File: src/rtl/note_sched_pkg.sv
// note_sched_pkg: shared types and constants for the note scheduler.
//   state_t       - scheduler mode: IDLE / REC / PLAY (2-bit encoding visible on state_o)
//   slot_t        - one recorded step: noise enable plus divider factor
//   SLOT_DIV_W    - divider width stored in a slot; note_scheduler's DIV_W must match it
//   DEF_TEMPO_DIV - clock cycles per playback step at 12 MHz (4 steps per second)
package note_sched_pkg;

    typedef enum logic [1:0] {
        S_IDLE = 2'd0,
        S_REC  = 2'd1,
        S_PLAY = 2'd2
    } state_t;

    localparam int SLOT_DIV_W    = 16;
    localparam int DEF_TEMPO_DIV = 3000000;

    typedef struct packed {
        logic                  noise;
        logic [SLOT_DIV_W-1:0] div;
    } slot_t;

endpackage

File: src/rtl/note_scheduler_tempo_timer.sv
// tempo_timer: free-running step timer for sequencer playback.
//   clk   - system clock
//   rst   - synchronous active-high reset
//   clear - hold the count at zero (used whenever the sequencer is not playing)
//   tick  - one-cycle pulse while the count sits at TEMPO_DIV-1
module tempo_timer #(
    parameter int TEMPO_DIV = 3000000
) (
    input  logic clk,
    input  logic rst,
    input  logic clear,
    output logic tick
);

    localparam int TW = (TEMPO_DIV > 2) ? $clog2(TEMPO_DIV) : 1;
    localparam logic [TW-1:0] TERM = TW'(TEMPO_DIV - 1);

    logic [TW-1:0] count;

    // Counts 0..TEMPO_DIV-1 and wraps; clear forces a fresh start so the first
    // playback step always lasts a full tempo period.
    always_ff @(posedge clk) begin
        if (rst || clear) begin
            count <= '0;
        end else if (count == TERM) begin
            count <= '0;
        end else begin
            count <= count + TW'(1);
        end
    end

    assign tick = (count == TERM) && !clear;

endmodule

File: src/rtl/note_scheduler.sv
// note_scheduler: arbitrates between live keypad notes and a small step
// sequencer, then applies an octave shift before driving the clock divider.
//   clk_i         - system clock (12 MHz)
//   rst_i         - synchronous active-high reset; also wipes the recorded pattern
//   live_div_i    - divider factor from the keypad decoder
//   live_noise_i  - noise enable from the keypad decoder
//   live_valid_i  - a key is currently held
//   rec_i         - record button level (debounced)
//   play_i        - play button level (debounced)
//   octave_up_i   - halve the divider (one octave up)
//   octave_down_i - double the divider (one octave down)
//   div_factor_o  - registered divider factor, 0 = mute
//   noise_en_o    - registered noise enable
//   step_o        - record slot (REC) or playback slot (PLAY/IDLE)
//   state_o       - 0 = IDLE, 1 = REC, 2 = PLAY
module note_scheduler
    import note_sched_pkg::*;
#(
    parameter int STEPS     = 8,
    parameter int TEMPO_DIV = DEF_TEMPO_DIV,
    parameter int DIV_W     = SLOT_DIV_W
) (
    input  logic                     clk_i,
    input  logic                     rst_i,
    input  logic [DIV_W-1:0]         live_div_i,
    input  logic                     live_noise_i,
    input  logic                     live_valid_i,
    input  logic                     rec_i,
    input  logic                     play_i,
    input  logic                     octave_up_i,
    input  logic                     octave_down_i,
    output logic [DIV_W-1:0]         div_factor_o,
    output logic                     noise_en_o,
    output logic [$clog2(STEPS)-1:0] step_o,
    output logic [1:0]               state_o
);

    localparam int SW = $clog2(STEPS);
    // count needs one extra bit so it can hold STEPS itself (a full pattern)
    localparam int CW = SW + 1;
    localparam logic [CW-1:0] FULL = CW'(STEPS);

    state_t          state_q, state_n;
    logic [CW-1:0]   count_q, count_n;
    logic [SW-1:0]   step_q, step_n;
    slot_t           slots [STEPS];

    logic            rec_q, play_q, valid_q;
    logic            rec_rise, play_rise, valid_rise;
    logic            wr_en;
    logic            tick;
    slot_t           rd_slot;
    logic [DIV_W-1:0] src_div;
    logic            src_noise;

    // Halving never reaches zero on a sounding note, since 0 would mean mute;
    // doubling saturates instead of wrapping to a higher pitch.
    function automatic logic [DIV_W-1:0] octave_shift(input logic [DIV_W-1:0] d,
                                                      input logic up,
                                                      input logic down);
        logic [DIV_W-1:0] r;
        r = d;
        if (d != '0) begin
            if (up && !down) begin
                r = d >> 1;
                if (r == '0) r = DIV_W'(1);
            end else if (down && !up) begin
                r = d[DIV_W-1] ? '1 : (d << 1);
            end
        end
        return r;
    endfunction

    assign rec_rise   = rec_i && !rec_q;
    assign play_rise  = play_i && !play_q;
    assign valid_rise = live_valid_i && !valid_q;

    // The timer only runs while playing; any other state holds it cleared so
    // entering PLAY always starts step 0 with a full tempo period.
    tempo_timer #(
        .TEMPO_DIV (TEMPO_DIV)
    ) u_tempo (
        .clk   (clk_i),
        .rst   (rst_i),
        .clear (state_q != S_PLAY),
        .tick  (tick)
    );

    // Mode transitions. rec is checked before play so a simultaneous press
    // of both buttons always favours recording. In REC the slot write is
    // evaluated first, so the auto-exit on a full pattern never loses the
    // last note.
    always_comb begin
        state_n = state_q;
        count_n = count_q;
        step_n  = step_q;
        wr_en   = 1'b0;
        case (state_q)
            S_IDLE: begin
                if (rec_rise) begin
                    state_n = S_REC;
                    count_n = '0;
                    step_n  = '0;
                end else if (play_rise && count_q != '0) begin
                    state_n = S_PLAY;
                    step_n  = '0;
                end
            end
            S_REC: begin
                if (valid_rise && count_q < FULL) begin
                    wr_en   = 1'b1;
                    count_n = count_q + CW'(1);
                end
                if (rec_rise) begin
                    state_n = S_IDLE;
                end else if (play_rise) begin
                    state_n = (count_n != '0) ? S_PLAY : S_IDLE;
                    step_n  = '0;
                end else if (count_n == FULL) begin
                    state_n = S_IDLE;
                end
            end
            S_PLAY: begin
                if (rec_rise) begin
                    state_n = S_REC;
                    count_n = '0;
                    step_n  = '0;
                end else if (play_rise) begin
                    state_n = S_IDLE;
                end else if (tick) begin
                    step_n = (CW'(step_q) == count_q - CW'(1)) ? '0 : step_q + SW'(1);
                end
            end
            default: begin
                state_n = S_IDLE;
            end
        endcase
    end

    // Source selection looks at the next state and step so the registered
    // outputs line up with state_o/step_o. A slot being written this very
    // cycle is forwarded so a REC->PLAY jump never plays a stale entry.
    always_comb begin
        if (wr_en && count_q[SW-1:0] == step_n) begin
            rd_slot = '{noise: live_noise_i, div: SLOT_DIV_W'(live_div_i)};
        end else begin
            rd_slot = slots[step_n];
        end
        src_div   = live_valid_i ? live_div_i : '0;
        src_noise = live_valid_i && live_noise_i;
        if (state_n == S_PLAY && !live_valid_i) begin
            src_div   = DIV_W'(rd_slot.div);
            src_noise = rd_slot.noise;
        end
    end

    // All state, pattern memory and outputs. Reset also clears the slots so
    // an aborted recording leaves nothing behind.
    always_ff @(posedge clk_i) begin
        if (rst_i) begin
            state_q      <= S_IDLE;
            count_q      <= '0;
            step_q       <= '0;
            rec_q        <= 1'b0;
            play_q       <= 1'b0;
            valid_q      <= 1'b0;
            div_factor_o <= '0;
            noise_en_o   <= 1'b0;
            step_o       <= '0;
            state_o      <= 2'd0;
            for (int i = 0; i < STEPS; i++) begin
                slots[i] <= '0;
            end
        end else begin
            state_q <= state_n;
            count_q <= count_n;
            step_q  <= step_n;
            rec_q   <= rec_i;
            play_q  <= play_i;
            valid_q <= live_valid_i;
            if (wr_en) begin
                slots[count_q[SW-1:0]] <= '{noise: live_noise_i, div: SLOT_DIV_W'(live_div_i)};
            end
            div_factor_o <= octave_shift(src_div, octave_up_i, octave_down_i);
            noise_en_o   <= src_noise;
            step_o       <= (state_n == S_REC) ? count_n[SW-1:0] : step_n;
            state_o      <= state_n;
        end
    end

endmodule

File: config.mk
export PLATFORM = sky130hd
export DESIGN_NAME = note_scheduler
export DESIGN_NICKNAME = d
export VERILOG_FILES = /design/src/rtl/note_sched_pkg.sv /design/src/rtl/note_scheduler_tempo_timer.sv /design/src/rtl/note_scheduler.sv
export SDC_FILE = /design/constraint.sdc
export NUM_CORES = 1
export LEC_CHECK = 0
export ABC_AREA = 1
export CAP_MARGIN = 0
export CORE_MARGIN = 3
export CORE_UTILIZATION = 55
export CTS_BUF_LIST = sky130_fd_sc_hd__clkbuf_8
export CTS_CLUSTER_DIAMETER = 50
export DETAILED_ROUTE_END_ITERATION = 16
export PLACE_DENSITY = 0.74
export SYNTH_ARGS = -nofsm -noshare
export SYNTH_HDL_FRONTEND = slang
export SYNTH_HIERARCHICAL = 1
export SYNTH_SLANG_ARGS = --single-unit
File: constraint.sdc
create_clock -name clk_i -period 3.2 [get_ports clk_i]
set_input_delay 0.32 -clock clk_i [delete_from_list [all_inputs] [get_ports clk_i]]
set_output_delay 0.32 -clock clk_i [all_outputs]
set_load 0.03 [all_outputs]
==> flow_metrics.py, run 1 <==
metrics = {
    "global_routing": {
        "grt_max_degree": 60,
        "grt_use_total": 0.273,
        "overflow": 0,
        "antenna_found_initial": 0,
        "grt.busiest_layer": "met2",
        "grt_pass1_wl_um": 38900,
        "grtUsageMet1": 0.368,
        "grt_pass1_vias": 7361,
        "grtUsageMet3": 0.0588,
        "grt_use_met2": 0.430,
    },
    "status": {
        "status": "finished, final reports clean",
    },
    "power_and_ir_drop": {
        "p_leak_nw": 4.61,
        "total_power_mw": 4.73,
        "irDropWorstVdd_mv": 0.305,
        "power.density_nw_per_um2": 415,
    },
    "synthesis": {
        "ys_seq_area_frac": 0.551,
        "synthCells": 1108,
        "yosysTopAreaCellShare": 0.435,
        "syn-num-nets": 1136,
        "syn-cell-area_um2": 9380,
        "yosys_register_bits": 190,
        "synth_edf_count": 136,
        "synth_most_common_cell": "nand2_1",
        "synth_async_sr_flop_share": 0,
        "ys_types": 42,
        "synthFlopType": "edfxtp_1",
        "yosysTopAreaCell": "edfxtp_1",
        "synth_common_cells": "229 x nand2_1, 225 x nor2_1, 195 x nand3_1, 136 x edfxtp_1, 62 x inv_1",
        "postSynthAreaPerCell_um2": 8.46,
        "yosysWarnings": 6,
        "synth.area.top_cells": "edfxtp_1 44%, dfxtp_1 12%, nand3_1 10%, nand2_1 9.2%, nor2_1 9.0%",
    },
    "floorplanning": {
        "die_area_um2": 18700,
        "fp.dieW_um": 137,
        "core_um2": 16600,
        "ioPinCount": 46,
        "initial_utilization": 0.564,
        "row_count": 47,
        "die_y_um": 137,
    },
    "cts": {
        "cts_hold_buf": 0,
        "htreeDepth": 4,
        "cts_root_buffer": "clkbuf_8",
        "clk_pin_slew_ns": 0.11,
        "cts_tree": "done",
        "cts_max_path_buffers": 2,
        "insertion_delay_ns": 0.48,
        "cts_buffers": 17,
        "numClockSinks": 190,
    },
    "critical_path": {
        "cp_slowest_cell": "dfxtp_2",
        "cp-start-kind": "register",
        "crit_path_frequent_cell": "nand3_1",
        "critical_path_class": "reg2reg",
        "crit_buf_inv": 4,
        "cp-end-kind": "register",
        "crit_fanout": 18,
        "worstSetupPathDepth": 23,
        "worst_r2r_path_depth": 23,
        "path_delay_family": "simple AND/OR/NAND/NOR gates",
        "cp_data_required_time_ns": 3.56,
        "crit_chain": "ha_4, nand3_2, nor3_2, nand3_2, nor2_2, inv_2, nor2_4, buf_6, nand4_4, nand3_4, nand2_8, clkbuf_16, nand2_1, nand3_1, nand3_1, nand3_1, nand2_1, nand2_2, buf_4, a21oi_1, nor2_1, a21oi_1, nor2_1",
        "crit_arrival_ns": 3.56,
        "critPathMaxStageDelay_ns": 0.37,
    },
    "cells_and_area": {
        "drive_above_1_share": 0.183,
        "nFillCells": 1288,
        "multi_input_area_um2": 3880,
        "final_nets": 1235,
        "area_growth_pct": 21.4,
        "regArea_um2": 5170,
        "diodes": 0,
        "design_area_um2": 11400,
    },
    "detailed_routing": {
        "postRouteAntennaNets": 0,
        "wirelength_um": 27100,
        "vias": 8387,
        "drt_iter0_drc": 1176,
        "post-route-drc-count": 0,
        "first_pass_iters": 6,
        "wl_per_cell_um": 18.8,
        "routed_via_density": 5.82,
    },
    "sta": {
        "maxSlewViolCount": 0,
        "slew_headroom": 0.672,
        "setup_ws_ns": 0.00212,
        "min_period_over_period": 0.999,
        "setup_tns_ns": 0,
        "final.setup_skew_ns": 0.0161,
        "max_freq_mhz": 313,
        "worst_pin_slew_ns": 0.491,
        "period_minus_slack_ns": 3.20,
        "whs_ns": 0.378,
        "finalSetupViolCount": 0,
        "rsz0062_at_grt": "yes",
        "finalHoldViolCount": 0,
    },
    "place": {
        "place_congestion": 0.946,
        "pre_cts_slack_ns": -0.0214,
        "dp_hpwl_um": 15700,
        "port_buffers": 45,
        "postPlaceCellArea_um2": 10400,
    },
    "flow_run": {
        "drv_cap": 0,
    },
    "hold_path": {
        "worst_hold_path_type": "in2reg",
        "hold_depth": 3,
    },
}
repair_timing:
| action | in CTS | in global routing |
|---|---|---|
| buffers inserted | 3 | 13 |
| setup endpoints to repair | 8 | 16 |
| pin swaps | 1 | 28 |
| cloned | 0 | 9 |
| gates resized for setup | 4 | 75 |
layout make-up:
type | count | area share
Sequential cell | 190 | 0.454
Tap cell | 220 | 0.0242
Timing Repair Buffer | 130 | 0.121
Clock inverter | 15 | 0.0123
Inverter | 80 | 0.0273
Multi-Input combinational cell | 788 | 0.341
Clock buffer | 17 | 0.0206
where the power goes:
part | internal, mW | switching, mW | leakage [nW]
Combinational | 0.169 | 0.295 | 2.58
Sequential | 2.71 | 0.0248 | 1.85
Clock | 0.627 | 0.903 | 0.180
tightest hold or removal path, delay by kind of cell:
family | cells | cell delay (ns)
buf+inv | 2 | 0.48
simple gates | 1 | 0.03
metal layers:
metal	part of all wire	up-vias	wire, µm
met1	0.38	3891	10300
met3	0.11	98	3000
met2	0.47	534	12700
met5	0	-	0
met4	0.041	0	1110
li1	-	3864	-
path summary, 6_finish.rpt:
path                     from               end  slack, ns
min reg2reg  u_tempo/count[0]  u_tempo/count[0]       0.45
max reg2reg  u_tempo/count[1]   div_factor_o[7]      0.002
min                     rec_i             rec_q       0.38
max          u_tempo/count[1]   div_factor_o[7]      0.002
logic make-up after synthesis:
group	count (synthesis)	synth area share
simple gates	700	0.328
fa+ha+maj	4	0.00534
flops	190	0.551
compound gates	71	0.0419
buf+inv	131	0.0634
xor+xnor	12	0.0112
per-stage QoR:
| step | instances | utilization |
|---|---|---|
| after global routing | 1440 | 0.684 |
| after global placement | 1383 | 0.622 |
| after detailed placement | 1383 | 0.622 |
| final | 1440 | 0.684 |
| after CTS | 1418 | 0.648 |
| after floorplan | 1108 | - |
state kept, by name, summed over array words and instances (netlist names), 2 cells and up:
signal / count
count_q: 4
step_q: 3
div_factor_o: 16
u_tempo/count: 22
step_o: 3
state_q: 2
slots: 136
layout by cell type (no fill, tap or decap), types with 3 or more instances in the layout:
cell,n
a21oi_1,37
buf_12,8
buf_4,62
buf_6,6
clkbuf_16,7
clkbuf_8,17
clkdlybuf4s50_1,45
clkinv_4,3
clkinvlp_4,4
dfxtp_1,51
dfxtp_2,3
edfxtp_1,136
ha_1,3
inv_1,61
inv_2,14
inv_4,4
nand2_1,209
nand2_2,22
nand2_4,9
nand3_1,185
nand3_2,12
nand3_4,3
nand4_1,4
nor2_1,215
nor2_2,21
nor2_4,8
nor3_1,4
o21ai_0,13
o21ai_1,9
xnor2_1,4
xor2_1,7
No activity file was read; power rests on OpenSTA's default activity.
==> inputs of run 2 (changes only) <==
PLACE_DENSITY = 0.77   (was 0.74)
clock period = 2.93 ns   (was 3.2 ns; I/O delays follow)
==> run 2 against run 1 <==
The run now ends with negative setup slack left. Wire length grew 0.35%. Flip-flop and latch count stayed put. Critical path depth rose by 1. Count of clock-buffer cells in the layout stayed put. Cell count rose by 0.69%. Combinational power increased by 9.9%. Register-to-register slack lost 0.15 ns. Non-clock buffer count increased by 11. Via count grew 0.16%. Worst hold slack got worse by 0.032 ns. Critical path type unchanged. Highest routed layer unchanged.
==> flow_metrics.py, run 2 (synthesis gave the netlist of run 1 again) <==
metrics = {
    "detailed_routing": {
        "vias": 8400,
        "routed_via_density": 5.79,
        "first_pass_iters": 5,
        "post-route-drc-count": 0,
        "wl_per_cell_um": 18.8,
        "postRouteAntennaNets": 0,
        "wirelength_um": 27200,
        "drt_iter0_drc": 1079,
    },
    "sta": {
        "period_minus_slack_ns": 3.08,
        "rsz0062_at_grt": "yes",
        "worst_pin_slew_ns": 0.524,
        "final.setup_skew_ns": 0.0173,
        "setup_tns_ns": -1.00,
        "maxSlewViolCount": 0,
        "slew_headroom": 0.650,
        "whs_ns": 0.346,
        "finalHoldViolCount": 0,
        "finalSetupViolCount": 13,
        "max_freq_mhz": 325,
        "setup_ws_ns": -0.149,
        "min_period_over_period": 1.05,
    },
    "floorplanning": {
        "die_y_um": 137,
        "initial_utilization": 0.564,
        "fp.dieW_um": 137,
        "die_area_um2": 18700,
        "ioPinCount": 46,
        "row_count": 47,
        "core_um2": 16600,
    },
    "cts": {
        "cts_root_buffer": "clkbuf_8",
        "numClockSinks": 190,
        "htreeDepth": 4,
        "cts_buffers": 17,
        "cts_tree": "done",
        "cts_hold_buf": 0,
        "clk_pin_slew_ns": 0.10,
        "insertion_delay_ns": 0.49,
        "cts_max_path_buffers": 2,
    },
    "cells_and_area": {
        "final_nets": 1245,
        "largest_register_ffs": 136,
        "diodes": 0,
        "area_growth_pct": 21.4,
        "drive_above_1_share": 0.189,
        "layout_commonest_cell": "nor2_1",
        "top_register": "slots",
        "finalCoreUtilization": 0.684,
        "reg_top3": "slots: 136 flops, u_tempo/count: 22 flops, div_factor_o: 16 flops",
        "final_cell_mix": "220 x nor2_1, 215 x nand2_1, 185 x nand3_1",
    },
    "power_and_ir_drop": {
        "irDropWorstVdd_mv": 0.335,
        "power.density_nw_per_um2": 451,
        "p_leak_nw": 4.64,
    },
    "global_routing": {
        "grt_pass1_wl_um": 41000,
        "overflow": 0,
        "antenna_found_initial": 0,
        "grt_pass1_vias": 7680,
        "grt_max_degree": 60,
        "grt_use_total": 0.289,
    },
    "critical_path": {
        "crit_arrival_ns": 3.45,
        "cp_data_required_time_ns": 3.30,
        "crit_fanout": 10,
        "crit_path_frequent_cell": "nor2_1",
        "cp-end-kind": "register",
        "crit_chain": "ha_4, nand3_4, nor3_2, nand3_1, nor2_1, inv_1, nor2_4, buf_6, nand4_4, nand3_4, nand2_8, buf_12, nand2_2, nand3_2, nand3_1, nand3_2, nand2_1, nand2_2, nor2_4, inv_4, nor2_1, nor2_1, a21oi_1, nor2_1",
        "critPathMaxStageDelay_ns": 0.37,
        "critical_path_class": "reg2reg",
        "cp_slowest_cell": "dfxtp_2",
        "cp-start-kind": "register",
    },
    "status": {
        "violations": "negative setup slack",
        "status": "finished, violations left",
    },
    "place": {
        "port_buffers": 45,
        "pre_cts_slack_ns": -0.125,
        "place_congestion": 0.889,
        "dp_hpwl_um": 15900,
    },
    "flow_run": {
        "drv_cap": 0,
    },
    "hold_path": {
        "worst_hold_path_type": "in2reg",
    },
}
run 2: what timing repair did:
action	in CTS	in global routing
resized for setup	28	49
buffers inserted	5	2
pin swaps	8	14
cloned	2	2
endpoints found under the setup margin	13	17
run 2: worst paths after layout:
kind	slack [ns]	from	cells after the start	endpoint
worst max-delay path	-0.15	u_tempo/count[0]	24	div_factor_o[8]
worst min-delay path	0.35	rec_i	3	rec_q
worst max register to register	-0.15	u_tempo/count[0]	24	div_factor_o[8]
worst min register to register	0.49	u_tempo/count[20]	2	u_tempo/count[20]
run 2: routing by layer:
layer,global-route usage,wire (µm),up-vias
met1,0.390,10500,3846
met2,0.446,12300,541
met4,0.149,1240,0
met5,0,0,-
met3,0.0544,3140,124
li1,-,-,3889
run 2: final cells by class:
class	count	area (µm²)
fill	1268	5260
clock buffer	17	234
tap	220	275
sequential	190	5170
inverter	80	315
clock inverter	15	134
timing repair buffer	141	1400
multi-input combinational	787	3860
run 2: where the power goes:
part           internal [mW]  switching (mW)  total (mW)
sequential              2.96          0.0266        2.98
combinational          0.185           0.325       0.510
clock                  0.614            1.03        1.65
total                   3.76            1.38        5.14
run 2: stage by stage:
| step | total power, mW | instance area, µm² | cells |
|---|---|---|---|
| 3_3_place_gp | 3.50 | 10600 | 1407 |
| 4_1_cts | 5.12 | 11100 | 1446 |
| 3_5_place_dp | 3.51 | 10600 | 1407 |
| 5_1_grt | 5.28 | 11400 | 1450 |
| 2_1_floorplan | 3.30 | 9380 | 1108 |
| 6_report | 5.14 | 11400 | 1450 |
run 2: worst max-delay path: cells and delay by family, from the launching register on:
kind,cells,cell delay (ns)
AND/OR/NAND/NOR,18,1.79
buffers and inverters,4,0.47
flip-flops,1,0.37
AO/OA/AOI/OAI,1,0.16
adder cells (fa/ha/maj),1,0.15
==> inputs of run 3 (changes only) <==
CORE_UTILIZATION = 31   (was 55)
PLACE_DENSITY = 0.48   (was 0.77)
==> run 3 against run 2 <==
The run still ends with negative setup slack left. Utilization down 27 points. Combinational power up 5.1%. Sequential share of layout area down 3.6 points. Worst hold slack better by 0.0093 ns. Register-to-register slack worse by 0.09 ns. Design area up 8.5%. Clock skew up 0.0024 ns. Clock power up 7%. Die area up 74%. Power up 2.9%. Non-clock buffer count up 47. Via count down 3.2%. Critical endpoint is now div_factor_o[9].
==> flow_metrics.py, run 3 (synthesis gave the netlist of run 1 again) <==
metrics = {
    "status": {
        "violations": "negative setup slack",
        "status": "finished, violations left",
    },
    "cells_and_area": {
        "layout.cells.non_filler": 1671,
        "area_growth_pct": 31.8,
        "largest_register_ffs": 136,
        "final_nets": 1296,
        "final_cell_mix": "218 x nor2_1, 200 x nand2_1, 172 x nand3_1",
        "finalCoreUtilization": 0.416,
        "reg_top3": "slots: 136 flops, u_tempo/count: 22 flops, div_factor_o: 16 flops",
        "drive_above_1_share": 0.238,
        "top_register": "slots",
        "layout_commonest_cell": "nor2_1",
        "design_area_um2": 12400,
        "diodes": 0,
    },
    "critical_path": {
        "crit_arrival_ns": 3.53,
        "crit_chain": "ha_4, nand3_4, nor3_4, nand3_2, nor2_1, inv_1, nor2_4, buf_6, nand2_2, xor2_1, nand3_2, nand2_2, buf_4, nand2_4, nand2_4, nand3_4, nand3_2, nand2_2, nand2_4, nor2_4, clkinvlp_4, buf_4, o21ai_2, a21oi_1",
        "cp_data_required_time_ns": 3.29,
        "critical_path_class": "reg2reg",
        "cp_slowest_cell": "dfxtp_2",
        "critPathMaxStageDelay_ns": 0.37,
        "cp-end-kind": "register",
        "crit_fanout": 5,
        "cp-start-kind": "register",
        "worst_r2r_path_depth": 24,
    },
    "cts": {
        "htreeDepth": 4,
        "cts_max_path_buffers": 2,
        "cts_buffers": 17,
        "clk_pin_slew_ns": 0.11,
        "cts_root_buffer": "clkbuf_8",
        "cts_tree": "done",
        "insertion_delay_ns": 0.48,
        "numClockSinks": 190,
    },
    "sta": {
        "min_period_over_period": 1.08,
        "finalHoldViolCount": 0,
        "rsz0062_at_grt": "yes",
        "setup_tns_ns": -2.35,
        "slew_headroom": 0.434,
        "maxSlewViolCount": 0,
        "finalSetupViolCount": 15,
        "period_minus_slack_ns": 3.17,
        "max_freq_mhz": 316,
        "setup_ws_ns": -0.238,
        "worst_pin_slew_ns": 0.846,
        "final.setup_skew_ns": 0.0196,
    },
    "detailed_routing": {
        "vias": 8131,
        "first_pass_iters": 5,
        "wirelength_um": 29800,
        "postRouteAntennaNets": 0,
        "wl_per_cell_um": 17.8,
        "post-route-drc-count": 0,
        "routed_via_density": 4.87,
        "drt_iter0_drc": 663,
    },
    "global_routing": {
        "grt_pass1_wl_um": 44500,
        "overflow": 0,
        "grt_use_total": 0.177,
        "antenna_found_initial": 0,
        "grt_pass1_vias": 7672,
        "grt_max_degree": 46,
    },
    "floorplanning": {
        "fp.dieW_um": 180,
        "initial_utilization": 0.316,
        "die_y_um": 180,
        "ioPinCount": 46,
        "row_count": 63,
        "die_area_um2": 32400,
        "core_um2": 29700,
    },
    "flow_run": {
        "drv_cap": 0,
    },
    "power_and_ir_drop": {
        "p_leak_nw": 5.01,
        "power.density_nw_per_um2": 428,
        "total_power_mw": 5.29,
        "irDropWorstVdd_mv": 0.289,
    },
    "place": {
        "postPlaceCellArea_um2": 11000,
        "place_congestion": 0.795,
        "dp.cells": 1595,
        "dp_hpwl_um": 18000,
        "port_buffers": 45,
    },
    "hold_path": {
        "worst_hold_path_type": "in2reg",
        "hold_depth": 3,
    },
}
-- run 3: cell count changes in the layout (fill, tap and decap cells not counted), moves of 4 or more --
cell,previous run,this run
nand2_4,4,12
nand3_1,185,172
buf_12,10,23
buf_4,74,102
buf_6,8,14
nand2_1,215,200
a21oi_1,31,35
a21oi_2,6,2
nand2_2,21,29
nand3_2,11,22
-- run 3: layer usage --
metal  global-route usage  up-vias  share of wire
li1                     -     3994              -
met1                0.241     3918           0.46
met2                0.292      193           0.48
met3               0.0271       26          0.041
met4               0.0551        0          0.017
met5                    0        -              0
-- run 3: critical path, delay by kind of cell, from the launching register on --
family,cells,cell delay [ns]
AOI/OAI and AO/OA,2,0.19
xor gates and xnor gates,1,0.17
adders and majority gates,1,0.15
buffers and inverters,5,0.67
DFF,1,0.37
and+or+nand+nor,15,1.49
-- run 3: what timing repair did --
action / 4_1_cts / 5_1_grt
gates resized for setup: 57 / 66
endpoints found under the setup margin: 16 / 39
pin swaps: 19 / 30
hold buffers: 0 / 0
setup buffers: 22 / 16
cloned: 5 / 4
-- run 3: final timing paths --
path	start	to	slack (ns)
setup / recovery	u_tempo/count[1]	div_factor_o[9]	-0.24
hold / removal	rec_i	rec_q	0.36
setup reg to reg	u_tempo/count[1]	div_factor_o[9]	-0.24
hold reg to reg	u_tempo/count[0]	u_tempo/count[0]	0.53
-- run 3: stage by stage --
step | hold slack, ns | setup WS [ns]
5_1_grt | 0.358 | -0.421
3_5_place_dp | 0.507 | -0.323
6_report | 0.356 | -0.238
4_1_cts | 0.342 | -0.243
2_1_floorplan | 0.400 | 0.0933
3_3_place_gp | 0.499 | -0.325
-- run 3: report_power, final --
group          internal (mW)  switching, mW
Sequential              2.96         0.0272
Combinational          0.207          0.329
Clock                  0.704           1.06
-- run 3: area by class of cell --
class                   count  area (µm²)
clock buffers              17         234
clock inverters            15         151
fillers                  2934       17400
inverters                  80         313
multi-input cells         790        4050
flip-flops and latches    190        5170
well taps                 390         488
repair buffers            188        1940
repair inverters            1        7.51
